$ cat src/rtl/bicubic_window_reader_if.sv
// Request, ROM and window-output signals of the bicubic window reader.
// slave = the reader itself, master = the requester / ROM / consumer side.
interface bicubic_window_reader_if #(
   parameter int unsigned PIX_W   = 8,
   parameter int unsigned COORD_W = 7,
   parameter int unsigned ADDR_W  = 14
);
   logic                 req_valid;
   logic                 req_ready;
   logic [COORD_W-1:0]   req_x;
   logic [COORD_W-1:0]   req_y;
   logic                 req_dir;
   logic                 rom_cen;
   logic [ADDR_W-1:0]    rom_a;
   logic [PIX_W-1:0]     rom_q;
   logic                 win_valid;
   logic                 win_ready;
   logic [4*PIX_W-1:0]   win_data;

   modport master (
      output req_valid, req_x, req_y, req_dir, rom_q, win_ready,
      input  req_ready, rom_cen, rom_a, win_valid, win_data
   );

   modport slave (
      input  req_valid, req_x, req_y, req_dir, rom_q, win_ready,
      output req_ready, rom_cen, rom_a, win_valid, win_data
   );
endinterface

$ cat src/rtl/bicubic_window_reader.sv
// Fetches the 4-tap window (c-1..c+2, border-clamped) for one bicubic step from
// a 1-cycle-latency ROM and presents it as a packed word via valid/ready.
module bicubic_window_reader #(
   parameter int unsigned PIX_W   = 8,
   parameter int unsigned COORD_W = 7,
   parameter int unsigned ADDR_W  = 14
) (
   input  logic               clk,
   input  logic               rst,
   input  logic [COORD_W-1:0] img_w,
   input  logic [COORD_W-1:0] img_h,
   bicubic_window_reader_if.slave bus
);

   localparam int unsigned SW = COORD_W + 2;

   typedef enum logic [1:0] {IDLE, FETCH, DRAIN, HOLD} state_t;

   state_t                    state_q, state_d;
   logic [1:0]                idx_q;
   logic [COORD_W-1:0]        x_q, y_q, w_q, h_q;
   logic                      dir_q;
   logic [3:0][PIX_W-1:0]     slot_q;
   logic [ADDR_W-1:0]         a_hold_q;

   logic [COORD_W-1:0]        axis_c, axis_dim, other_c, other_dim;
   logic [COORD_W-1:0]        tap_c, other_cl, x_f, y_f;
   logic signed [SW-1:0]      tap_pos, axis_max;
   logic [2*COORD_W-1:0]      prod;
   logic [ADDR_W-1:0]         fetch_addr;

   // Tap address for the current fetch index, from the latched request.
   always_comb begin
      axis_c    = dir_q ? y_q : x_q;
      axis_dim  = dir_q ? h_q : w_q;
      other_c   = dir_q ? x_q : y_q;
      other_dim = dir_q ? w_q : h_q;
      tap_pos   = $signed({2'b00, axis_c} + {{COORD_W{1'b0}}, idx_q} - SW'(1));
      axis_max  = $signed({2'b00, axis_dim - COORD_W'(1)});
      if (tap_pos[SW-1])
         tap_c = '0;
      else if (tap_pos > axis_max)
         tap_c = axis_dim - COORD_W'(1);
      else
         tap_c = tap_pos[COORD_W-1:0];
      other_cl   = (other_c > other_dim - COORD_W'(1)) ? other_dim - COORD_W'(1) : other_c;
      x_f        = dir_q ? other_cl : tap_c;
      y_f        = dir_q ? tap_c : other_cl;
      prod       = {{COORD_W{1'b0}}, y_f} * {{COORD_W{1'b0}}, w_q};
      fetch_addr = ADDR_W'(prod) + ADDR_W'(x_f);
   end

   always_comb begin
      state_d       = state_q;
      bus.req_ready = (state_q == IDLE) && !rst;
      bus.rom_cen   = (state_q != FETCH);
      bus.rom_a     = (state_q == FETCH) ? fetch_addr : a_hold_q;
      bus.win_valid = (state_q == HOLD);
      bus.win_data  = slot_q;
      unique case (state_q)
         IDLE:  if (bus.req_valid) state_d = FETCH;
         FETCH: if (idx_q == 2'd3) state_d = DRAIN;
         DRAIN: state_d = HOLD;
         HOLD:  if (bus.win_ready) state_d = IDLE;
         default: state_d = IDLE;
      endcase
   end

   always_ff @(posedge clk) begin
      if (rst) begin
         state_q  <= IDLE;
         idx_q    <= '0;
         x_q      <= '0;
         y_q      <= '0;
         w_q      <= '0;
         h_q      <= '0;
         dir_q    <= 1'b0;
         slot_q   <= '0;
         a_hold_q <= '0;
      end else begin
         state_q <= state_d;
         unique case (state_q)
            IDLE: begin
               if (bus.req_valid) begin
                  x_q   <= bus.req_x;
                  y_q   <= bus.req_y;
                  dir_q <= bus.req_dir;
                  w_q   <= img_w;
                  h_q   <= img_h;
                  idx_q <= '0;
               end
            end
            FETCH: begin
               idx_q    <= idx_q + 2'd1;
               a_hold_q <= fetch_addr;
               // ROM data lags the address by one cycle: slot k fills while tap k+1 is issued.
               if (idx_q != 2'd0)
                  slot_q[idx_q - 2'd1] <= bus.rom_q;
            end
            DRAIN: slot_q[3] <= bus.rom_q;
            default: ;
         endcase
      end
   end

endmodule

$ cat src/flat_wrapper.sv
// flat-port wrapper written by rule: the top's interface ports become plain ports
module bicubic_window_reader_flat 
#(
   parameter int unsigned PIX_W   = 8,
   parameter int unsigned COORD_W = 7,
   parameter int unsigned ADDR_W  = 14
)
  (clk, rst, img_w, img_h, bus_req_valid, bus_req_x, bus_req_y, bus_req_dir, bus_rom_q, bus_win_ready, bus_req_ready, bus_rom_cen, bus_rom_a, bus_win_valid, bus_win_data);
  bicubic_window_reader_if #(.PIX_W(PIX_W), .COORD_W(COORD_W), .ADDR_W(ADDR_W)) bus_i ();
  input  logic clk;
  input  logic rst;
  input  logic [COORD_W-1:0] img_w;
  input  logic [COORD_W-1:0] img_h;
  input wire logic [$bits(bus_i.req_valid)-1:0] bus_req_valid;
  input wire logic [$bits(bus_i.req_x)-1:0] bus_req_x;
  input wire logic [$bits(bus_i.req_y)-1:0] bus_req_y;
  input wire logic [$bits(bus_i.req_dir)-1:0] bus_req_dir;
  input wire logic [$bits(bus_i.rom_q)-1:0] bus_rom_q;
  input wire logic [$bits(bus_i.win_ready)-1:0] bus_win_ready;
  output wire logic [$bits(bus_i.req_ready)-1:0] bus_req_ready;
  output wire logic [$bits(bus_i.rom_cen)-1:0] bus_rom_cen;
  output wire logic [$bits(bus_i.rom_a)-1:0] bus_rom_a;
  output wire logic [$bits(bus_i.win_valid)-1:0] bus_win_valid;
  output wire logic [$bits(bus_i.win_data)-1:0] bus_win_data;
  assign bus_i.req_valid = bus_req_valid;
  assign bus_i.req_x = bus_req_x;
  assign bus_i.req_y = bus_req_y;
  assign bus_i.req_dir = bus_req_dir;
  assign bus_i.rom_q = bus_rom_q;
  assign bus_i.win_ready = bus_win_ready;
  assign bus_req_ready = bus_i.req_ready;
  assign bus_rom_cen = bus_i.rom_cen;
  assign bus_rom_a = bus_i.rom_a;
  assign bus_win_valid = bus_i.win_valid;
  assign bus_win_data = bus_i.win_data;
  bicubic_window_reader #(.PIX_W(PIX_W), .COORD_W(COORD_W), .ADDR_W(ADDR_W)) u_core (.clk(clk), .rst(rst), .img_w(img_w), .img_h(img_h), .bus(bus_i));
endmodule
$ cat config.mk
export PLATFORM = sky130hd
export DESIGN_NAME = bicubic_window_reader_flat
export DESIGN_NICKNAME = d
export VERILOG_FILES = /design/src/rtl/bicubic_window_reader_if.sv /design/src/rtl/bicubic_window_reader.sv /design/src/flat_wrapper.sv
export SDC_FILE = /design/constraint.sdc
export NUM_CORES = 1
export LEC_CHECK = 0
export CAP_MARGIN = 10
export CORE_MARGIN = 2
export CORE_UTILIZATION = 35
export DETAILED_ROUTE_END_ITERATION = 16
export REMOVE_ABC_BUFFERS = 1
export SYNTH_ARGS = -nofsm -noshare
export SYNTH_HDL_FRONTEND = slang
export SYNTH_SLANG_ARGS = --single-unit
$ cat constraint.sdc
create_clock -name clk -period 34.3 [get_ports clk]
set_clock_uncertainty 0.2 [all_clocks]
set_input_delay 10.29 -clock clk [delete_from_list [all_inputs] [get_ports clk]]
set_output_delay 10.29 -clock clk [all_outputs]
set_load 0.02 [all_outputs]
# == Word-level counts from Yosys, hierarchy flattened ==
# Index checks and enable logic that the tools add are counted.
# totals
register_bits,79
inputBits,41
output_inout_bits,49
# op_classes
addsub,7
multipliers,1
n_lt_le_gt_ge,4
n_eq_ne,9
n_mux,21
n_reduce_logical,12
# ops
op,count
$mux W7,9
$bwmux W32,1
$mux W32,1
$demux W8 S2,1
$pmux W8 S2,1
$add A14 B7 Y14,1
$mul A7 B7 Y14,1
$mux W14,1
$sub A7 B1 Y7 const B,2
$gt A9 B8 Y1,1
$sub A9 B1 Y9 const B,1
$add A7 B2 Y8,1
$mux W2,4
$mux W8,1
$ne A2 B2 Y1 const B,4
$pmux W2 S4,1
$reduce_and A2 Y1,4
$gt A7 B7 Y1,1
$eq A2 B2 Y1 const B,3
$reduce_bool A2 Y1,3
$pmux W2 S2,1
$lt A2 B3 Y1 const B,1
$reduce_and A3 Y1,1
$add A2 B1 Y2 const B,1
7 further kinds,8

# == Longest topological paths before layout ==
# depth
ltp_word,10
depth_mapped,40
depth_no_buf,34

# == Worst setup path before layout ==
# Ideal clock, no wire load.
# synth_timing
path_kind,input to output
start,in rst
end,out bus_req_ready
arrival_ps,10973
t_required_ps,23810
slack_ps,12837
stages,3
n_path_buf,2
cell_sequence,clkbuf_1 -> clkbuf_1 -> nor2b_1
# synth_between
elab_chain_len,2
# synth_rtl
element,line,source
"start, declared",flat_wrapper.sv:11,input logic rst;
$logic_not A1 Y1,bicubic_window_reader.sv:55,bus.req_ready = (state_q == IDLE) && !rst;
$logic_and A1 B1 Y1,bicubic_window_reader.sv:55,
"end, declared",flat_wrapper.sv:20,output wire logic [$bits(bus_i.req_ready)-1:0] bus_req_ready;
# No other way between the ends.

# == Final worst setup path ==
# Ends and elaborated chain as after synthesis.

==> impl_metrics.csv <==
group,metric,value,unit
drt,drtIter0Drc,314,
drt,drc,0,
drt,vias,5930,
layout,multi_input_area,0.00479,mm²
logic_synthesis,ys_warn_count,0,
logic_synthesis,seq_area_frac_synth,23.3,%
timing,finalSetupViolations,0,
clock_tree,cts_setup_buffers,0,
layout,drive_gt1_share,6.52,%
placed_design,port-buffer-count,89,
global_routing,overflow,0,
layout,area_growth,20.0,%
clock_tree,root_buffer,"clkbuf_16",
floorplanning,core-area,0.0188,mm²
layout,fillers,1911,
logic_synthesis,avgSynthCellArea,8.24,µm²
worst_setup_path,cp_max_fo,80,
timing,hold_violations,0,
timing,max_slew_margin,35.1,%
logic_synthesis,synth_edf_count,0,
clock_tree,clock_sinks,79,
drt,viasPerCell,5.16,
timing,tns,0,ns
global_routing,antenna_found_initial,0,
worst_setup_path,slowest_stage,"buf_4",
layout,insertedDiodeCount,0,
logic_synthesis,yosys_most_used_dff,"dfxtp_1",
timing,finalCriticalPeriod,22.20,ns
floorplanning,die_x,143,µm
floorplanning,start_util,36.0,%
timing,grt_setup_unrepaired,"no",
logic_synthesis,ys_ff_latch,79,
floorplanning,die_area,0.0205,mm²
layout,fin_nets,1021,
drt,wire_per_inst,15.7,µm
outcome,status,"finished, final reports clean",
clock_tree,clock_path_buffers,2,
worst_setup_path,arrival,11.71,ns
global_routing,grt_pass1_wl,29.7,mm
floorplanning,ios,90,
worst_setup_path,path_class,"input port to output port",
placed_design,hpwl,13.5,mm
global_routing,grt_max_degree,81,
timing,drv_slew,0,
hold_path,hp-class,"flip-flop to flip-flop",
clock_tree,cts_tree,"yes",
worst_setup_path,cp-start-kind,"input port",
logic_synthesis,syn_inst,823,
worst_setup_path,endpoint_kind,"output port",
clock_tree,htreeDepth,3,
timing,post-route-period-util,64.7,%
drt,postRouteAntennaNets,0,
floorplanning,num_rows,50,
worst_setup_path,crit_chain,"buf_2 > buf_4 > nor2b_1 > clkdlybuf4s50_1",
global_routing,grt_usage,18.1,%
timing,whs,0.252,ns
logic_synthesis,synth_area,0.00678,mm²
placed_design,finalWeightedCongestion,0.838,
layout,regArea,0.00158,mm²
job,drv_cap,0,
clock_tree,post_cts_resized,0,
timing,fmax,45.0,MHz
logic_synthesis,async_flop_share,0,%
power_and_ir_drop,p_leak,3.28,nW
power_and_ir_drop,vdd_drop_max,0.0425,mV
clock_tree,cts_buffers,9,
timing,tightest_slew,0.974,ns
worst_setup_path,critical_path.max_stage_delay,0.64,ns
power_and_ir_drop,p_per_area,90.2,mW/mm²
clock_tree,holdBufCountCts,0,
drt,wirelength,18.0,mm
clock_tree,clk_pin_slew_worst_paths,0.06,ns
clock_tree,clock_latency,0.34,ns
floorplanning,die_y,143,µm
worst_setup_path,crit_required,23.81,ns
logic_synthesis,yosys.cell_types.count,61,
drt,drt-pass1-iter-count,5,
global_routing,grt_pass1_vias,5843,
per-stage QoR:
step	total power [mW]	instances	area, µm²	util (%)	setup WS [ns]
6_report	0.734	1150	8140	43.2	12.10
5_1_grt	0.806	1150	8140	43.2	11.98
4_1_cts	0.738	1150	8140	43.2	12.07
3_5_place_dp	0.642	1135	7870	41.8	12.07
3_3_place_gp	0.638	1135	7870	41.8	12.07
2_1_floorplan	0.502	779	6600	-	13.22
state kept, by name, indices dropped and copies added (netlist names):
signal	cells
u_core.bus.win_data	32
u_core.a_hold_q	14
u_core.h_q	7
u_core.w_q	7
u_core.x_q	7
u_core.y_q	7
u_core.idx_q	2
u_core.state_q	2
u_core.dir_q	1
cells in the mapped netlist, types with 2 or more instances:
| cell type | n | area (µm²) |
|---|---|---|
| nand2_1 | 130 | 488 |
| a21oi_1 | 88 | 440 |
| dfxtp_1 | 79 | 1580 |
| ha_1 | 62 | 776 |
| inv_1 | 60 | 225 |
| clkbuf_1 | 37 | 139 |
| nand3_1 | 33 | 165 |
| fa_1 | 32 | 641 |
| a22o_1 | 28 | 245 |
| nor2_1 | 24 | 90.1 |
| nor2b_1 | 21 | 131 |
| o21ai_0 | 20 | 100 |
| xnor2_1 | 20 | 175 |
| mux2_2 | 19 | 214 |
| and2_1 | 17 | 106 |
| a22oi_1 | 15 | 113 |
| mux2i_1 | 15 | 150 |
| nor3_1 | 14 | 70.1 |
| xor2_1 | 12 | 105 |
| a211oi_1 | 6 | 45.0 |
| a31oi_1 | 6 | 37.5 |
| nand2b_1 | 6 | 37.5 |
| a21boi_1 | 5 | 37.5 |
| a21o_1 | 5 | 37.5 |
| mux2i_4 | 5 | 113 |
| nor3b_1 | 5 | 37.5 |
| o21a_1 | 5 | 37.5 |
| buf_1 | 4 | 15.0 |
| nand4_1 | 4 | 25.0 |
| o31a_1 | 4 | 35.0 |
| nor4_1 | 3 | 18.8 |
| or3_1 | 3 | 18.8 |
| a211o_1 | 2 | 17.5 |
| and3b_1 | 2 | 17.5 |
| buf_6 | 2 | 22.5 |
| nand3b_1 | 2 | 15.0 |
| nor4_2 | 2 | 25.0 |
| o311ai_0 | 2 | 17.5 |
| or2_2 | 2 | 12.5 |
kinds of logic after synthesis:
| family | after synthesis | synth area share (%) |
|---|---|---|
| AO/OA/AOI/OAI | 199 | 18.9 |
| XOR/XNOR | 32 | 4.13 |
| adder cells (fa/ha/maj) | 94 | 20.9 |
| buffers and inverters | 104 | 6.00 |
| flip-flops | 79 | 23.3 |
| multiplexers | 41 | 7.45 |
| AND/OR/NAND/NOR | 274 | 19.4 |
worst max-delay path: cells and delay by family:
family	cells	cell delay [ns]
buffers and inverters	3	1.29
and+or+nand+nor	1	0.11
final cells by class:
cell class,count,area share [%]
inverters,60,2.77
clock buffers,10,2.94
multi-input cells,640,58.9
well taps,260,4.00
flip-flops and latches,79,19.4
repair buffers,96,11.5
clock inverters,5,0.415
cell usage in the layout, fill, tap and decap left out, types with 21 or more instances in the layout:
cell type and n:
clkdlybuf4s50_1 88, inv_1 60, fa_1 32, a21oi_1 88, nor2_1 24, nand2_1 130, a22o_1 28, nor2b_1 21
dfxtp_1 78, ha_1 62, nand3_1 33
power by group:
part,internal (mW),total [mW],leakage [nW],switching [mW]
Clock,0.0506,0.0909,0.131,0.0403
Combinational,0.217,0.518,2.51,0.301
Sequential,0.106,0.125,0.643,0.0191
worst paths after layout:
kind / from / to / slack [ns] / depth (start not counted)
setup / recovery: rst / bus_req_ready / 12.10 / 4
hold / removal: u_core.bus.win_data[6] / u_core.bus.win_data[6] / 0.25 / 2
setup reg to reg: u_core.dir_q / u_core.a_hold_q[13] / 24.71 / 29
hold reg to reg: u_core.bus.win_data[6] / u_core.bus.win_data[6] / 0.25 / 2
routing by layer:
layer,track usage [%],part of all wire [%],vias up
met1,22.8,46,2795
met2,30.0,45,136
met3,4.96,6.7,18
li1,-,-,2981
met5,0,0,-
met4,6.24,1.9,0
(Power assumes the default switching activity.)
